--- config.mk ---
export PLATFORM = sky130hd
export DESIGN_NAME = mealy_seq_det
export DESIGN_NICKNAME = d
export VERILOG_FILES = /design/src/rtl/mealy_seq_det_pkg.sv /design/src/rtl/mealy_seq_det_sat_counter.sv /design/src/rtl/mealy_seq_det.sv
export SDC_FILE = /design/constraint.sdc
export NUM_CORES = 1
export LEC_CHECK = 0
export BUFFER_PORTS_ARGS = -buffer_cell sky130_fd_sc_hd__buf_2
export CAP_MARGIN = 20
export CORE_MARGIN = 4
export CORE_UTILIZATION = 52
export DETAILED_ROUTE_END_ITERATION = 10
export HOLD_SLACK_MARGIN = 0.03
export PLACE_DENSITY = 0.76
export SETUP_SLACK_MARGIN = 0.4
export SLEW_MARGIN = 20
export SYNTH_ARGS = -nofsm -noshare
export SYNTH_HDL_FRONTEND = slang
export SYNTH_SLANG_ARGS = --single-unit
--- constraint.sdc ---
create_clock -name clk -period 2 [get_ports clk]
set_clock_uncertainty 0.1 [all_clocks]
set_input_delay 0.3 -clock clk [delete_from_list [all_inputs] [get_ports clk]]
set_output_delay 0.3 -clock clk [all_outputs]
set_load 0.03 [all_outputs]
--- src/rtl/mealy_seq_det_pkg.sv ---
`timescale 1ns/1ps
`default_nettype none
// ============================================================================
// Module   : mealy_pkg
// Purpose  : Shared definitions for the Mealy sequence detector family:
//            one-hot state encodings, legal parameter bounds and a ceil-log2
//            helper used to size the fill counter.
// Revision : 1.0 - initial release
// ============================================================================
package mealy_pkg;

    // One-hot state encodings
    localparam logic [2:0] S_UNARMED = 3'b001;
    localparam logic [2:0] S_FILL    = 3'b010;
    localparam logic [2:0] S_HUNT    = 3'b100;

    typedef enum logic [2:0] {
        ST_UNARMED = S_UNARMED,
        ST_FILL    = S_FILL,
        ST_HUNT    = S_HUNT
    } state_t;

    // Legal parameter ranges
    localparam int W_MIN     = 2;
    localparam int W_MAX     = 16;
    localparam int CNT_W_MIN = 1;
    localparam int CNT_W_MAX = 32;

    // Bits needed to hold values 0..n-1 (never less than one bit)
    function automatic int clog2(input int n);
        int r;
        r = 1;
        for (int i = 1; i < 31; i++) begin
            if ((1 << i) < n) begin
                r = i + 1;
            end
        end
        return r;
    endfunction

endpackage : mealy_pkg
`default_nettype wire

--- src/rtl/mealy_seq_det_sat_counter.sv ---
`timescale 1ns/1ps
`default_nettype none
// ============================================================================
// Module   : sat_counter
// Purpose  : Saturating event counter with a sticky saturation flag.
//            A clear in the same cycle as an increment restarts at one, so
//            the coincident event is not lost.
// Ports    : clk, reset (sync, active-high)
//            inc   - count one event
//            clr   - restart the count (count <= inc, sat <= 0)
//            count - current count, saturates at all-ones
//            sat   - set when count reaches all-ones, cleared by clr/reset
// Revision : 1.0 - initial release
// ============================================================================
module sat_counter #(
    parameter int CNT_W = 8
) (
    input  logic             clk,
    input  logic             reset,
    input  logic             inc,
    input  logic             clr,
    output logic [CNT_W-1:0] count,
    output logic             sat
);

    localparam logic [CNT_W-1:0] C_ALL_ONES = '1;

    logic [CNT_W-1:0] w_count_inc;

    assign w_count_inc = count + CNT_W'(1);

    always_ff @(posedge clk) begin
        if (reset) begin
            count <= '0;
            sat   <= 1'b0;
        end else if (clr) begin
            count <= CNT_W'(inc);
            sat   <= 1'b0;
        end else if (inc && (count != C_ALL_ONES)) begin
            count <= w_count_inc;
            sat   <= (w_count_inc == C_ALL_ONES);
        end
    end

endmodule : sat_counter
`default_nettype wire

--- src/rtl/mealy_seq_det.sv ---
`timescale 1ns/1ps
`default_nettype none
// ============================================================================
// Module   : mealy_seq_det
// Purpose  : Programmable Mealy sequence detector. Raises z in the same
//            cycle as the qualified bit that completes a match of the last
//            W qualified bits against a runtime-loaded pattern.
// Ports    : clk, reset (sync, active-high)
//            a         - serial data bit, consumed only when en=1
//            en        - bit-valid qualifier
//            load      - load pat, clear history, arm the detector
//            pat[W-1:0]- pattern, pat[W-1] oldest bit, pat[0] newest
//            overlap   - 1: matches may share bits; 0: restart after match
//            cnt_clr   - clear match counter (keeps a coincident match)
//            z         - Mealy match strobe
//            match_cnt - saturating match count
//            cnt_sat   - sticky counter-saturated flag
//            armed     - a pattern has been loaded since reset
// Revision : 1.0 - initial release
// ============================================================================
module mealy_seq_det
    import mealy_pkg::*;
#(
    parameter int W     = 4,
    parameter int CNT_W = 8
) (
    input  logic             clk,
    input  logic             reset,
    input  logic             a,
    input  logic             en,
    input  logic             load,
    input  logic [W-1:0]     pat,
    input  logic             overlap,
    input  logic             cnt_clr,
    output logic             z,
    output logic [CNT_W-1:0] match_cnt,
    output logic             cnt_sat,
    output logic             armed
);

    // Elaboration-time parameter checks
    if ((W < W_MIN) || (W > W_MAX)) begin : g_bad_w
        $error("mealy_seq_det: W=%0d outside legal range", W);
    end
    if ((CNT_W < CNT_W_MIN) || (CNT_W > CNT_W_MAX)) begin : g_bad_cnt_w
        $error("mealy_seq_det: CNT_W=%0d outside legal range", CNT_W);
    end

    localparam int              FILL_W   = clog2(W);
    localparam logic [FILL_W-1:0] C_FILL_MAX = FILL_W'(W - 1);

    state_t            state, state_nx;
    logic [W-1:0]      pat_r, pat_nx;
    logic [W-2:0]      hist, hist_nx;
    logic [FILL_W-1:0] fill, fill_nx;
    logic              armed_nx;

    // History with the current bit appended; the window compared against
    // the pattern, and (minus its oldest bit) the next history value.
    logic [W-1:0]      w_window;
    logic              w_match;

    assign w_window = {hist, a};
    assign w_match  = (state == ST_HUNT) && (w_window == pat_r);
    // load takes priority, so a coincident load suppresses the strobe
    assign z        = en & ~load & w_match;

    always_ff @(posedge clk) begin
        if (reset) begin
            state <= ST_UNARMED;
            pat_r <= '0;
            hist  <= '0;
            fill  <= '0;
            armed <= 1'b0;
        end else begin
            state <= state_nx;
            pat_r <= pat_nx;
            hist  <= hist_nx;
            fill  <= fill_nx;
            armed <= armed_nx;
        end
    end

    always_comb begin
        state_nx = state;
        pat_nx   = pat_r;
        hist_nx  = hist;
        fill_nx  = fill;
        armed_nx = armed;

        if (load) begin
            pat_nx   = pat;
            hist_nx  = '0;
            fill_nx  = '0;
            armed_nx = 1'b1;
            state_nx = ST_FILL;
        end else if (en && (state != ST_UNARMED)) begin
            hist_nx = w_window[W-2:0];
            if (z && !overlap) begin
                // Non-overlap: the matching bit is not reused
                fill_nx  = '0;
                state_nx = ST_FILL;
            end else begin
                fill_nx  = (fill == C_FILL_MAX) ? C_FILL_MAX : (fill + FILL_W'(1));
                state_nx = (fill_nx == C_FILL_MAX) ? ST_HUNT : ST_FILL;
            end
        end
    end

    sat_counter #(
        .CNT_W (CNT_W)
    ) u_sat_counter (
        .clk   (clk),
        .reset (reset),
        .inc   (z),
        .clr   (cnt_clr),
        .count (match_cnt),
        .sat   (cnt_sat)
    );

endmodule : mealy_seq_det
`default_nettype wire
# Word level (Yosys, flattened, before mapping)
# Cells that the tools add are included.
dict set report op_classes {
  n_reduce_logical 9
  bitwise_logic 3
  muxes 8
  n_addsub 2
  n_eq_ne 7
}
# operator n
set op_table {}
lappend op_table {{$add A8 B1 Y8 const B} 1}
lappend op_table {{$eq A8 B8 Y1 const B} 1}
lappend op_table {{$mux W2} 4}
lappend op_table {{$ne A8 B8 Y1 const B} 1}
lappend op_table {{$mux W3} 2}
lappend op_table {{$eq A2 B2 Y1 const B} 2}
lappend op_table {{$eq A4 B4 Y1} 1}
lappend op_table {{$logic_and A1 B1 Y1} 4}
lappend op_table {{$reduce_bool A2 Y1} 2}
lappend op_table {{$reduce_or A2 Y1} 2}
lappend op_table {{$eq A3 B3 Y1 const B} 1}
lappend op_table {{$ne A3 B1 Y1 const B} 1}
lappend op_table {{$add A2 B1 Y2 const B} 1}
lappend op_table {{$and A1 B1 Y1} 2}
lappend op_table {{$mux W1} 2}
lappend op_table {{$logic_not A1 Y1} 1}
lappend op_table {{$not A1 Y1} 1}
dict set report word_totals {
  out_inout_bits 11
  elab_cells 38
  reg_bits 22
  in_bits 11
}

# Logic depth before layout (Yosys ltp)
dict set report depth {
  depth_word 7
  depth_mapped 6
  mapped_depth_nobuf 6
}

# By module
# Synthesis repeated with hierarchy kept, for this count alone.
dict set report unflattened {
  hier_cells 118
  area_unflattened_um2 1106.1
}
# mod area_each_um2 instances cells_per_inst seq_area_each_um2
set by_module_without_submodules {}
lappend by_module_without_submodules {mealy_seq_det 563.0 1 61 260.2}
lappend by_module_without_submodules {sat_counter 543.0 1 57 180.2}

# Worst setup path before layout
# OpenSTA, ideal clock, no wires.
dict set report synth_timing {
  kind {reg-to-reg}
  startpoint {register u_sat_counter.count[0]}
  endpoint {register u_sat_counter.count[0]}
  path_slack_ps 91
  stages_incl_launch_ff 7
  setup_time_ps 115
  arrival_ps 1695
  synth_period_minus_slack_ps 1909
  path_buffers 0
  required_ps 1785
  path_cell_list {dfxtp_1 -> ha_1 -> nand3_1 -> or2_2 -> nand3_2 -> xnor2_1 -> o21a_1}
}
dict set report synth_between {
  elab_chain_len 3
  word_cells_on_any_way 6
  cone_classes {add/sub: 1; eq/ne: 1; mux: 2; reduce/logical: 2}
}
# element line
set synth_rtl {}
lappend synth_rtl {{start: declaration} mealy_seq_det_sat_counter.sv:22} ;# output logic [CNT_W-1:0] count,
lappend synth_rtl {{start signal: assignment} mealy_seq_det_sat_counter.sv:37} ;# count <= CNT_W'(inc);
lappend synth_rtl {{start signal: assignment} mealy_seq_det_sat_counter.sv:40} ;# count <= w_count_inc;
lappend synth_rtl {{$add A8 B1 Y8 or $ne A8 B8 Y1 (tied branches)} {mealy_seq_det_sat_counter.sv:30, mealy_seq_det_sat_counter.sv:39}}
lappend synth_rtl {{$mux W1 or $logic_and A1 B1 Y1 (tied branches)} mealy_seq_det_sat_counter.sv:39} ;# end else if (inc && (count != C_ALL_ONES)) begin
lappend synth_rtl {{$mux W1 or $reduce_bool A2 Y1 (tied branches)} -}
# Parallel ways exist; a longest one is shown, timed or not. The select of a mux whose other input is x is not followed.
# A chain may end at the register's enable or synchronous reset.

# Final worst setup path
dict set report layout_timing {
  startpoint {register hist[0]}
  endpoint {output port z}
}
dict set report layout_between {
  elab_chain_len 3
}
# element line
set layout_rtl {}
lappend layout_rtl {{start: declaration} mealy_seq_det.sv:54} ;# logic [W-2:0] hist, hist_nx;
lappend layout_rtl {{start signal: assignment} mealy_seq_det.sv:78} ;# hist <= hist_nx;
lappend layout_rtl {{$eq A4 B4 Y1} mealy_seq_det.sv:64} ;# assign w_match = (state == ST_HUNT) && (w_window == pat_r);
lappend layout_rtl {{$logic_and A1 B1 Y1} mealy_seq_det.sv:64}
lappend layout_rtl {{$and A1 B1 Y1} mealy_seq_det.sv:66} ;# assign z = en & ~load & w_match;
lappend layout_rtl {{end: declaration} mealy_seq_det.sv:35} ;# output logic z,
# Every way passes these cells.

==> impl_metrics.toml <==
[global_routing]
grtUsageTotal_pct = 21.7
grt_pass1_vias = 967
gr-total-overflow = 0
grt_max_degree = 14
antenna_found_initial = 0
grt_pass1_wl_mm = 4.38

[route]
via_count = 1012
wirelength_mm = 2.74
via_per_inst = 5.95
routed.top_layer = "met4"
wl_per_cell_um = 16.1
wl_met2_mm = 1.31
drt-met1-wl_mm = 1.13
post-route-drc-count = 0
drt_iter0_markers = 74
drtAntennaViolNets = 0
wl_met3_um = 233
dr.pass1.iters = 4

[yosys]
synth_nets = 130
synthArstFlopShare_pct = 0
synthCells = 117
yosysSeqAreaShare_pct = 42.0
ys_top_cells_by_count = "22 x dfxtp_1, 16 x nor2_1"
netlist_area_um2 = 1050
synth_ff_type = "dfxtp_1"
yosys-top-cells-area = "dfxtp_1 42%, mux2i_1 6.7%, nor2_1 5.7%"
synth_seq_cells = 22
syn_area_per_cell_um2 = 8.96
yosys.area.top_type = "dfxtp_1"
yosys_warnings = 0
synth_edf_count = 0
netlist.area_leader.share_pct = 42.0
synth_most_common_cell = "dfxtp_1"
synth_cell_types = 32

[floorplanning]
die_h_um = 52.9
rows = 15
initial_core_util_pct = 57.6
die_w_um = 52.9
dieArea_um2 = 2800
io_pins = 22
core_um2 = 1820

[cts]
hold_buffers = 0
numCtsBuffers = 3
cts_root_buf = "clkbuf_4"
clock_sinks = 22
clockBufferDepth = 2
htreeDepth = 1
clock_latency_ns = 0.31
path_clk_slew_ns = 0.13
cts_tree = "built"

[critical_path]
max_stage_delay_ns = 0.35
endpoint_kind = "output pin"
worstPathMaxFanout = 2
r2r_slack_ns = 0.17
worst-path-buf-inv = 2
path_class = "flip-flop to output pin"
crit_chain = "xor2_1, nor4_4, nand2_2, inv_4, buf_6"
slowest_stage = "dfxtp_2"
cp_top_family = "simple AND/OR/NAND/NOR gates"
worstPathArrival_ns = 1.49
cp.required_ns = 1.60
cp-start-kind = "flip-flop"

[final_layout]
diodes = 0
fin_cells = 170
final_nets = 159
regArea_um2 = 452
drive_gt1_share_pct = 39.3
multi_input_area_um2 = 661
nFillCells = 137
syn2layout_area_growth_pct = 32.1

[sta]
min_period_ns = 1.89
slew_headroom_pct = 66.9
fin_hold_ws_ns = 0.110
worst_pin_slew_ns = 0.493
drv_slew = 0
setup_viol = 0
setup_tns_ns = 0
max_freq_ghz = 0.530
hold_viol = 0
finalCritPeriodShare_pct = 94.4
rsz0062_at_grt = "true"

[worst_hold_path]
hp-class = "primary input to flip-flop"

[pwr]
leakage_nw = 0.566
power_density_nw_per_um2 = 648
total_power_mw = 0.897
vdd_drop_max_uv = 572

[place]
hpwl_mm = 1.71
dpl.cell_count = 158
portBuffers = 21
gp_congestion = 0.882

[job]
maxCapViolCount = 0

[run_status]
status = "finished, final reports clean"
layout make-up:
type	count	share of cell area, %
Sequential cell	22	32.6
Timing Repair Buffer	29	12.9
Inverter	2	0.723
Clock inverter	1	2.17
Multi-Input combinational cell	88	47.7
Tap cell	25	2.26
Clock buffer	3	1.63
flip-flops by register name, summed over array words and instances, names as in the netlist:
signal               count
armed                    1
u_sat_counter.sat        1
fill                     2
u_sat_counter.count      8
state                    3
hist                     3
pat_r                    4
metal layers:
| metal | vias to the layer above | track usage [%] |
|---|---|---|
| li1 | 471 | - |
| met1 | 472 | 26.0 |
| met2 | 59 | 34.3 |
| met3 | 10 | 4.23 |
| met4 | 0 | 15.7 |
| met5 | - | 0 |
report_power, final:
group | internal [mW] | switching (mW) | total, mW
logic | 0.0431 | 0.0495 | 0.0926
registers | 0.449 | 0.0123 | 0.461
clock network | 0.203 | 0.141 | 0.344
worst min-delay path: stages:
cell	delay (ns)
buf_2	0.07
mux2i_1	0.05
nor2_1	0.07
worst paths after layout:
check                                           from                                  end  cells past startpoint
worst min register to register    armed$_SDFFE_PP0P_                   armed$_SDFFE_PP0P_                      2
worst max register to register  hist[0]$_SDFFE_PP0P_  u_sat_counter.count[3]$_SDFFE_PP0P_                      7
worst min-delay path                          pat[2]                pat_r[2]$_SDFFE_PP0P_                      3
worst max-delay path            hist[0]$_SDFFE_PP0P_                                    z                      5
metrics by stage:
step | cell area [um2] | util [%] | setup WS (ns)
2_1_floorplan | 1080 | - | 0.375
4_1_cts | 1290 | 70.7 | 0.116
3_5_place_dp | 1190 | 65.4 | 0.180
3_3_place_gp | 1190 | 65.4 | 0.219
5_1_grt | 1390 | 76.1 | 0.0150
6_report | 1390 | 76.1 | 0.112
logic make-up (layout without fill, tap and decap cells):
logic type / count (synthesis) / in the layout / share of synthesized area (%)
AOI/OAI and AO/OA: 19 / 19 / 11.7
xor gates and xnor gates: 9 / 9 / 7.52
adders and majority gates: 2 / 2 / 2.39
buffers and inverters: 7 / 35 / 2.74
DFF: 22 / 22 / 42.0
muxes: 7 / 7 / 6.68
and+or+nand+nor: 51 / 51 / 27.0
repair_timing:
action                     CTS  global route
pin swaps                    5             4
buffers inserted             4             4
resized for setup            4            13
setup endpoints to repair   11            14
cloned                       0             0
layout by cell type, fill, tap and decap left out, types with 2 or more instances in the layout:
cell	count
buf_6	3
o21a_1	2
dfxtp_2	3
nor3_2	2
dfxtp_4	2
clkbuf_4	3
nand3_1	6
buf_2	20
or3_4	2
buf_4	6
or2_2	2
nor4_4	2
nor2_1	15
nor3_1	4
o21ai_0	4
nand4_1	2
xnor2_1	3
mux2i_1	7
nand2_1	6
dfxtp_1	17
xor2_1	6
a21oi_1	6
Note: power is estimated with default switching activity, not from simulation.
